File: config.mk
export PLATFORM = sky130hd
export DESIGN_NAME = prog_mem
export DESIGN_NICKNAME = d
export VERILOG_FILES = /design/src/rtl/prog_mem.sv
export SDC_FILE = /design/constraint.sdc
export NUM_CORES = 2
export LEC_CHECK = 0
export CELL_PAD_IN_SITES_DETAIL_PLACEMENT = 1
export CELL_PAD_IN_SITES_GLOBAL_PLACEMENT = 1
export CORE_MARGIN = 2
export CORE_UTILIZATION = 50
export CTS_CLUSTER_SIZE = 28
export DETAILED_ROUTE_END_ITERATION = 8
export PLACE_DENSITY = 0.72
export SYNTH_ARGS = -nofsm -noshare
export SYNTH_HDL_FRONTEND = slang
export SYNTH_SLANG_ARGS = --single-unit
File: constraint.sdc
create_clock -name clk -period 12.8 [get_ports clk]
set_clock_uncertainty 0.15 [all_clocks]
set_input_delay 1.92 -clock clk [delete_from_list [all_inputs] [get_ports clk]]
set_output_delay 1.92 -clock clk [all_outputs]
set_load 0.01 [all_outputs]
File: src/rtl/prog_mem.sv
// Writable program memory for the mini CPU: a byte-stream loader fills words
// sequentially, and the CPU reads through a one-cycle registered fetch port.
module prog_mem #(
  parameter  int WIDTH = 16,
  parameter  int DEPTH = 256,
  localparam int AW    = $clog2(DEPTH),
  localparam int BYTES = WIDTH / 8
) (
  input  logic             clk,
  input  logic             rst,
  input  logic             fetch_req,
  input  logic [AW-1:0]    fetch_addr,
  output logic [WIDTH-1:0] fetch_data,
  output logic             fetch_valid,
  input  logic             load_start,
  input  logic             load_byte_valid,
  input  logic [7:0]       load_byte,
  input  logic             load_done,
  output logic             load_busy,
  output logic [AW:0]      load_count,
  output logic             load_err
);

  localparam int BCW = $clog2(BYTES + 1);

  typedef enum logic {IDLE, LOAD} state_t;

  state_t           state;
  logic [WIDTH-1:0] mem [DEPTH];
  logic [AW:0]      ptr;
  logic [BCW-1:0]   bytecnt;
  logic [BCW-1:0]   cnt_n;
  logic [WIDTH-1:0] asm_q;
  logic [WIDTH-1:0] asm_n;
  logic [WIDTH-1:0] wr_word;
  logic             in_load;
  logic             byte_in;
  logic             word_full;
  logic             flush;
  logic             wr_req;
  logic             wr_ok;

  // The incoming byte is folded in first, so a done in the same cycle
  // flushes a word that already contains it. Older bytes left in the upper
  // part of the assembly register are shifted out by the left-alignment.
  always_comb begin
    in_load   = (state == LOAD) && !load_start;
    byte_in   = in_load && load_byte_valid;
    asm_n     = byte_in ? WIDTH'({asm_q, load_byte}) : asm_q;
    cnt_n     = byte_in ? bytecnt + 1'b1 : bytecnt;
    word_full = byte_in && (cnt_n == BCW'(BYTES));
    flush     = in_load && load_done && !word_full && (cnt_n != '0);
    wr_req    = word_full || flush;
    wr_word   = word_full ? asm_n : asm_n << (8 * (BYTES - int'(cnt_n)));
    wr_ok     = wr_req && (ptr < (AW+1)'(DEPTH));
  end

  // The array has no reset so that loaded code survives a CPU reset.
  always_ff @(posedge clk) begin
    if (wr_ok) mem[ptr[AW-1:0]] <= wr_word;
  end

  always_ff @(posedge clk or posedge rst) begin
    if (rst) begin
      state       <= IDLE;
      ptr         <= '0;
      bytecnt     <= '0;
      asm_q       <= '0;
      load_err    <= 1'b0;
      fetch_data  <= '0;
      fetch_valid <= 1'b0;
    end else begin
      fetch_valid <= 1'b0;
      unique case (state)
        IDLE: begin
          if (load_start) begin
            state    <= LOAD;
            ptr      <= '0;
            bytecnt  <= '0;
            asm_q    <= '0;
            load_err <= 1'b0;
          end else if (fetch_req) begin
            fetch_data  <= mem[fetch_addr];
            fetch_valid <= 1'b1;
          end
        end
        LOAD: begin
          if (load_start) begin
            ptr      <= '0;
            bytecnt  <= '0;
            asm_q    <= '0;
            load_err <= 1'b0;
          end else begin
            if (wr_ok)       ptr      <= ptr + 1'b1;
            else if (wr_req) load_err <= 1'b1;
            if (load_done) begin
              state   <= IDLE;
              bytecnt <= '0;
              asm_q   <= '0;
            end else begin
              bytecnt <= word_full ? '0 : cnt_n;
              asm_q   <= asm_n;
            end
          end
        end
        default: state <= IDLE;
      endcase
    end
  end

  assign load_busy  = (state == LOAD);
  assign load_count = ptr;

endmodule

---- Yosys cells after proc, flatten, opt, wreduce, memory -nomap -nowiden ----
Memories as Yosys holds them, arrays and structs flattened. A register that Yosys moved wholly into a read port is not among the register bits.
Index checks and enable logic that the tools add are counted.
word-level totals
  bits of input ports ..................... 22
  output and inout bits ................... 28
  logic and storage cells ................. 63
  memories ................................ 1
  memory bits (writable) .................. 4096
  bits in registers ....................... 30
memories
  name  words  width  read ports  clocked after memory_dff  wr ports  RTL line  text
  mem   256    16     1           1                         1         29        logic [WIDTH-1:0] mem [DEPTH];
cells by class
  shift-type cells ........................ 1
  add/sub/neg operators ................... 3
  order comparisons ....................... 1
  equal/unequal tests ..................... 5
  reduce and logical (&&, ||, !) cells .... 14
  bitwise operators ....................... 2
  multiplexer cells ....................... 30
operators by type and width
  cell                   count
  $mux W16               5
  $pmux W16 S2           1
  $shl A16 B32 Y16       1
  $mux W9                3
  $pmux W9 S2            1
  $mux W1                12
  $mux W2                5
  $add A9 B1 Y9 const B  1
  $lt A9 B9 Y1 const B   1
  $logic_and A1 B1 Y1    7
  $ne A3 B2 Y1 const B   2
  $reduce_and A3 Y1      2
  $pmux W1 S2            2
  $pmux W2 S2            1
  $ne A3 B3 Y1 const B   1
  $sub A2 B2 Y3 const A  1
  $add A2 B1 Y2 const B  1
  $eq A2 B2 Y1 const B   1
  $logic_not A1 Y1       2
  $ne A2 B2 Y1 const B   1
  $not A1 Y1             2
  $reduce_and A2 Y1      1
  $reduce_bool A2 Y1     1
  $logic_or A1 B1 Y1     1

---- Logic depth before layout (Yosys ltp) ----
  word-level depth ........................ 14
  gate-level depth with buffers ........... 14
  depth with buffers taken out ............ 13

---- Least setup slack after synthesis ----
OpenSTA, ideal clock, no wires.
  kind .................................... input to register
  start ................................... input load_byte_valid
  end ..................................... memory mem[0][10] (data pin)
  stages on the path ...................... 8
  buffers on the path ..................... 0
  slack ................................... 1.655 ns
  data required time ...................... 11.257 ns
  data arrival time ....................... 9.602 ns
  library setup time ...................... 1.393 ns
  path through ............................ nand2_1 -> nor2_1 -> nand2_1 -> xnor2_1 -> ha_1 -> nor4_1 -> a222oi_1 -> nor2_1
on the way
  word-level cells in the longest chain between the ends .. 5
  elaborated cells between the ends (all ways) .. 8
  those cells by class .................... add/sub: 1; eq/ne: 1; shift: 1; mux: 3; reduce/logical: 2
ends and longest elaborated chain
  element                                                  RTL line  text
  start, declared                                          16        input logic load_byte_valid,
  $logic_and A1 B1 Y1 (*)                                  48        byte_in = in_load && load_byte_valid;
  $mux W2                                                  50        cnt_n = byte_in ? bytecnt + 1'b1 : bytecnt;
  $sub A2 B2 Y3 or $eq A2 B2 Y1 (tied branches)            54, 51
  $shl A16 B32 Y16 or $logic_and A1 B1 Y1 (tied branches)  54, 51
  $mux W16 (*)                                             54        wr_word = word_full ? asm_n : asm_n << (8 * (BYTES - int'(cnt_n)));
  net wr_word[10]                                          35        logic [WIDTH-1:0] wr_word;
  end, declared                                            29
The timed path passes the listed nets; every way through them passes the cells marked *.

---- Final worst setup path ----
  start ................................... input load_start
  end ..................................... memory mem[177][2] (enable)
on the way
  word-level cells in the longest chain between the ends .. 13
  elaborated cells between the ends (all ways) .. 15
  those cells by class .................... eq/ne: 1; mux: 3; reduce/logical: 11
ends and longest elaborated chain
  element                            RTL line  text
  start, declared                    15        input logic load_start,
  $logic_not A1 Y1 (*)               47        in_load = (state == LOAD) && !load_start;
  $logic_and A1 B1 Y1 (*)            47
  $logic_and A1 B1 Y1                48
  $mux W2                            50
  $eq A2 B2 Y1                       51        word_full = byte_in && (cnt_n == BCW'(BYTES));
  $logic_and A1 B1 Y1                51
  $logic_not A1 Y1                   52        flush = in_load && load_done && !word_full && (cnt_n != '0);
  $logic_and A1 B1 Y1 (2 in series)  52
  $logic_or A1 B1 Y1 (*)             53        wr_req = word_full || flush;
  $logic_and A1 B1 Y1 (*)            55        wr_ok = wr_req && (ptr < (AW+1)'(DEPTH));
  $mux W1 (*)                        60        if (wr_ok) mem[ptr[AW-1:0]] <= wr_word;
  $mux W1 (not written as such) (*)  60
Every way passes the cells marked *; elsewhere a longest branch is shown, timed or not.

==> summary.txt <==
Status
  – Status: finished clean

STA
  – # setup viols final: 0
  – Slew @ Worst Pin: 1.43 ns
  – Fin Setup TNS: 0 ns
  – Final Hold Viols: 0
  – RSZ-0062 raised after global routing: no
  – Hold WS: 0.362 ns
  – Worst setup margin: 5.28 ns
  – Fmax: 0.133 GHz
  – Max_slew headroom: 4.20%
  – Slew Viols, Final: 0
  – Final Cycle Share: 58.8%
  – Final worst path period need: 7.52 ns

Route
  – Wire per inst: 36.5 µm
  – Remaining DRCs: 0
  – Antenna violation net count after detailed routing: 0
  – Routed wire length: 465 mm
  – Detailed-route via count: 82688
  – Avg Vias per Cell: 6.50
  – DR pass1 iterations: 5
  – Iteration-0 DRC Markers: 10875

Final layout
  – Fillers: 27386
  – Layout cell share with drive strength beyond 1: 20.6%
  – Non-Filler Cell Area, Final: 0.180 mm²
  – Final core utilization: 56.3%
  – # nets final: 8102
  – Final std cells w/o fill: 12722
  – Area Growth Syn to Fin: 12.2%

Floorplanning
  – Die Height: 571 µm
  – Die W: 571 µm
  – IO Pins: 50
  – Initial Util: 50.2%
  – Full die area: 0.326 mm²
  – Std cell rows: 208
  – Core footprint: 0.321 mm²

Place
  – Post-DP HPWL: 278 mm
  – Placed insts: 11969
  – Pre-CTS WS: 4.38 ns
  – Final GP Congestion: 0.858
  – Port bufs: 49
  – Dpl cell area: 0.167 mm²

Setup path
  – Worst EP arrival: 8.00 ns
  – Worst reg2reg setup slack: 6.58 ns
  – CP Class: in -> reg
  – Worst Setup End Kind: flip-flop
  – Worst Setup Start Kind: input pin
  – Worst-path cell chain: clkdlybuf4s50_1 -> nor2_1 -> nand2_1 -> xnor2_1 -> ha_1 -> a22oi_1 -> nor3_1 -> nand2_1 -> nor2_1 -> nand3_1 -> nor2_1 -> buf_4
  – Critical path's slowest cell: nor2_1
  – Required @ worst endpoint: 13.27 ns
  – Buf/Inv on CP: 2
  – Cell mode on critical path: nor2_1
  – Crit path max fanout: 16
  – Crit-path leading delay family: simple AND/OR/NAND/NOR gates
  – Max incr delay on CP: 1.01 ns

CTS
  – Maximum root-to-sink buffer count: 4
  – CTS tree: yes
  – Cts repair resizes: 0
  – Sink Count: 4142
  – Hold_buf cts: 0
  – CTS clk-pin slew, worst paths: 0.06 ns
  – Clk_lat worst skew: 0.91 ns
  – CTS H-tree lvls: 5
  – Post-CTS Setup Inserts: 0
  – CTS Root Cell: clkbuf_16
  – Num CTS Buffers: 407

Power and ir drop
  – Peak supply drop: 0.135 mV
  – LEAKAGE: 58.2 nW
  – PwrDens: 155 mW/mm²
  – Overall power: 27.9 mW

Synth
  – Sequential cell area fraction in the yosys report: 77.2%
  – Cell count after synthesis: 7636
  – Ys flop type: edfxtp_1
  – Post-synthesis net count: 7665
  – Syn avg cell area: 21.1 µm²
  – Yosys warnings: 0
  – Number of synthesized flops with an enable pin: 4096
  – Synth Register Bits: 4142
  – Synth Cell Area: 0.161 mm²
  – Async SR Flop Fraction: 1.11%
  – Synth unique cells: 74

Min path
  – Min-Delay Path Class: reg -> reg

Flow run
  – Max cap viols: 0

Global route
  – Largest net degree at the start of global routing: 194
  – Vias in the first global route: 85342
  – Grt ovf: 0
  – Global-route wire length before repair: 658 mm
  – Initial antenna violation count: 24
  – GRT Resource Usage Total: 28.5%
==> registers in the layout, indices dropped and copies added (netlist names) <==
register,count
asm_q,16
fetch_data,16
load_count,9
load_busy,1
bytecnt,2
load_err,1
fetch_valid,1
mem,4096
==> cell type report <==
class / count / area [µm²] / share of cell area [%]
flip-flops and latches: 4142 / 124000 / 68.8
multi-input cells: 3040 / 33600 / 18.6
clock buffers: 487 / 10700 / 5.92
well taps: 4305 / 5390 / 2.99
repair buffers: 472 / 3910 / 2.17
clock inverters: 259 / 2590 / 1.44
inverters: 10 / 45.0 / 0.0250
diodes: 7 / 17.5 / 0.00971
==> synthesized netlist by cell type, types with 25 or more instances <==
library cell | number | area, µm²
buf_4 | 54 | 405
clkbuf_1 | 123 | 462
dfrtp_1 | 46 | 1150
mux4_1 | 132 | 3470
buf_1 | 25 | 93.8
a211oi_1 | 81 | 608
o21ai_0 | 88 | 440
edfxtp_1 | 4096 | 123000
nor3_1 | 57 | 285
buf_8 | 44 | 661
mux2i_1 | 582 | 5830
buf_2 | 107 | 536
o221ai_1 | 124 | 1090
a2111oi_0 | 27 | 236
nand2_1 | 253 | 950
o22ai_1 | 232 | 1450
mux4_2 | 632 | 14200
nor2_1 | 343 | 1290
a22oi_1 | 68 | 510
nand3_1 | 37 | 185
buf_6 | 56 | 631
a21oi_1 | 117 | 586
a22o_1 | 34 | 298
==> worst paths after layout <==
path | end | cells past startpoint | start
max | mem[177][2] | 12 | load_start
min | asm_q[14] | 1 | asm_q[14]
max reg2reg | mem[177][2] | 12 | load_busy
min reg2reg | asm_q[14] | 1 | asm_q[14]
max in group asynchronous | fetch_data[0] | 3 | rst
min in group asynchronous | asm_q[5] | 3 | rst
==> layout by cell type, fill, tap and decap left out, types with 14 or more instances in the layout <==
master,Yosys,routed
edfxtp_1,4096,4096
mux4_2,632,632
mux2i_1,582,582
clkbuf_16,0,412
buf_4,54,405
nor2_1,343,320
nand2_1,253,253
o22ai_1,232,232
mux4_1,132,132
o221ai_1,124,124
a21oi_1,117,116
clkinv_2,0,89
o21ai_0,88,88
clkinv_1,0,84
a211oi_1,81,81
a22oi_1,68,68
clkbuf_1,123,66
nor3_1,57,55
bufinv_16,0,50
dfrtp_1,46,46
clkdlybuf4s50_1,0,45
nand3_1,37,37
a22o_1,34,26
nand4_1,23,23
a2111oi_0,27,22
a211o_1,17,17
buf_12,14,17
nor2_2,0,14
==> where the power goes <==
part           internal (mW)  total [mW]  switching, mW
Sequential              14.8        14.8         0.0444
Clock                   6.95        12.1           5.14
Combinational          0.303       0.978          0.674
Total                   22.0        27.9           5.86
==> metal layers <==
layer / vias up / GRT usage [%] / routed length, µm
met5: - / 0 / 127
met4: 18 / 11.9 / 22800
met3: 882 / 5.80 / 44400
met2: 4674 / 44.9 / 220000
met1: 44167 / 38.9 / 177000
li1: 32947 / - / -
==> logic make-up (layout without fill, tap and decap cells) <==
logic type      after synthesis  in the layout  share of synthesized area [%]
fa+ha+maj                     7              7                         0.0545
other cells                   0              7                              0
compound gates              866            866                           3.77
flops                      4142           4142                           77.2
mux                        1354           1354                           14.7
buf+inv                     454           1228                           2.08
xor+xnor                      5              5                         0.0272
simple gates                808            808                           2.19
No activity file was read; power rests on OpenSTA's default activity.
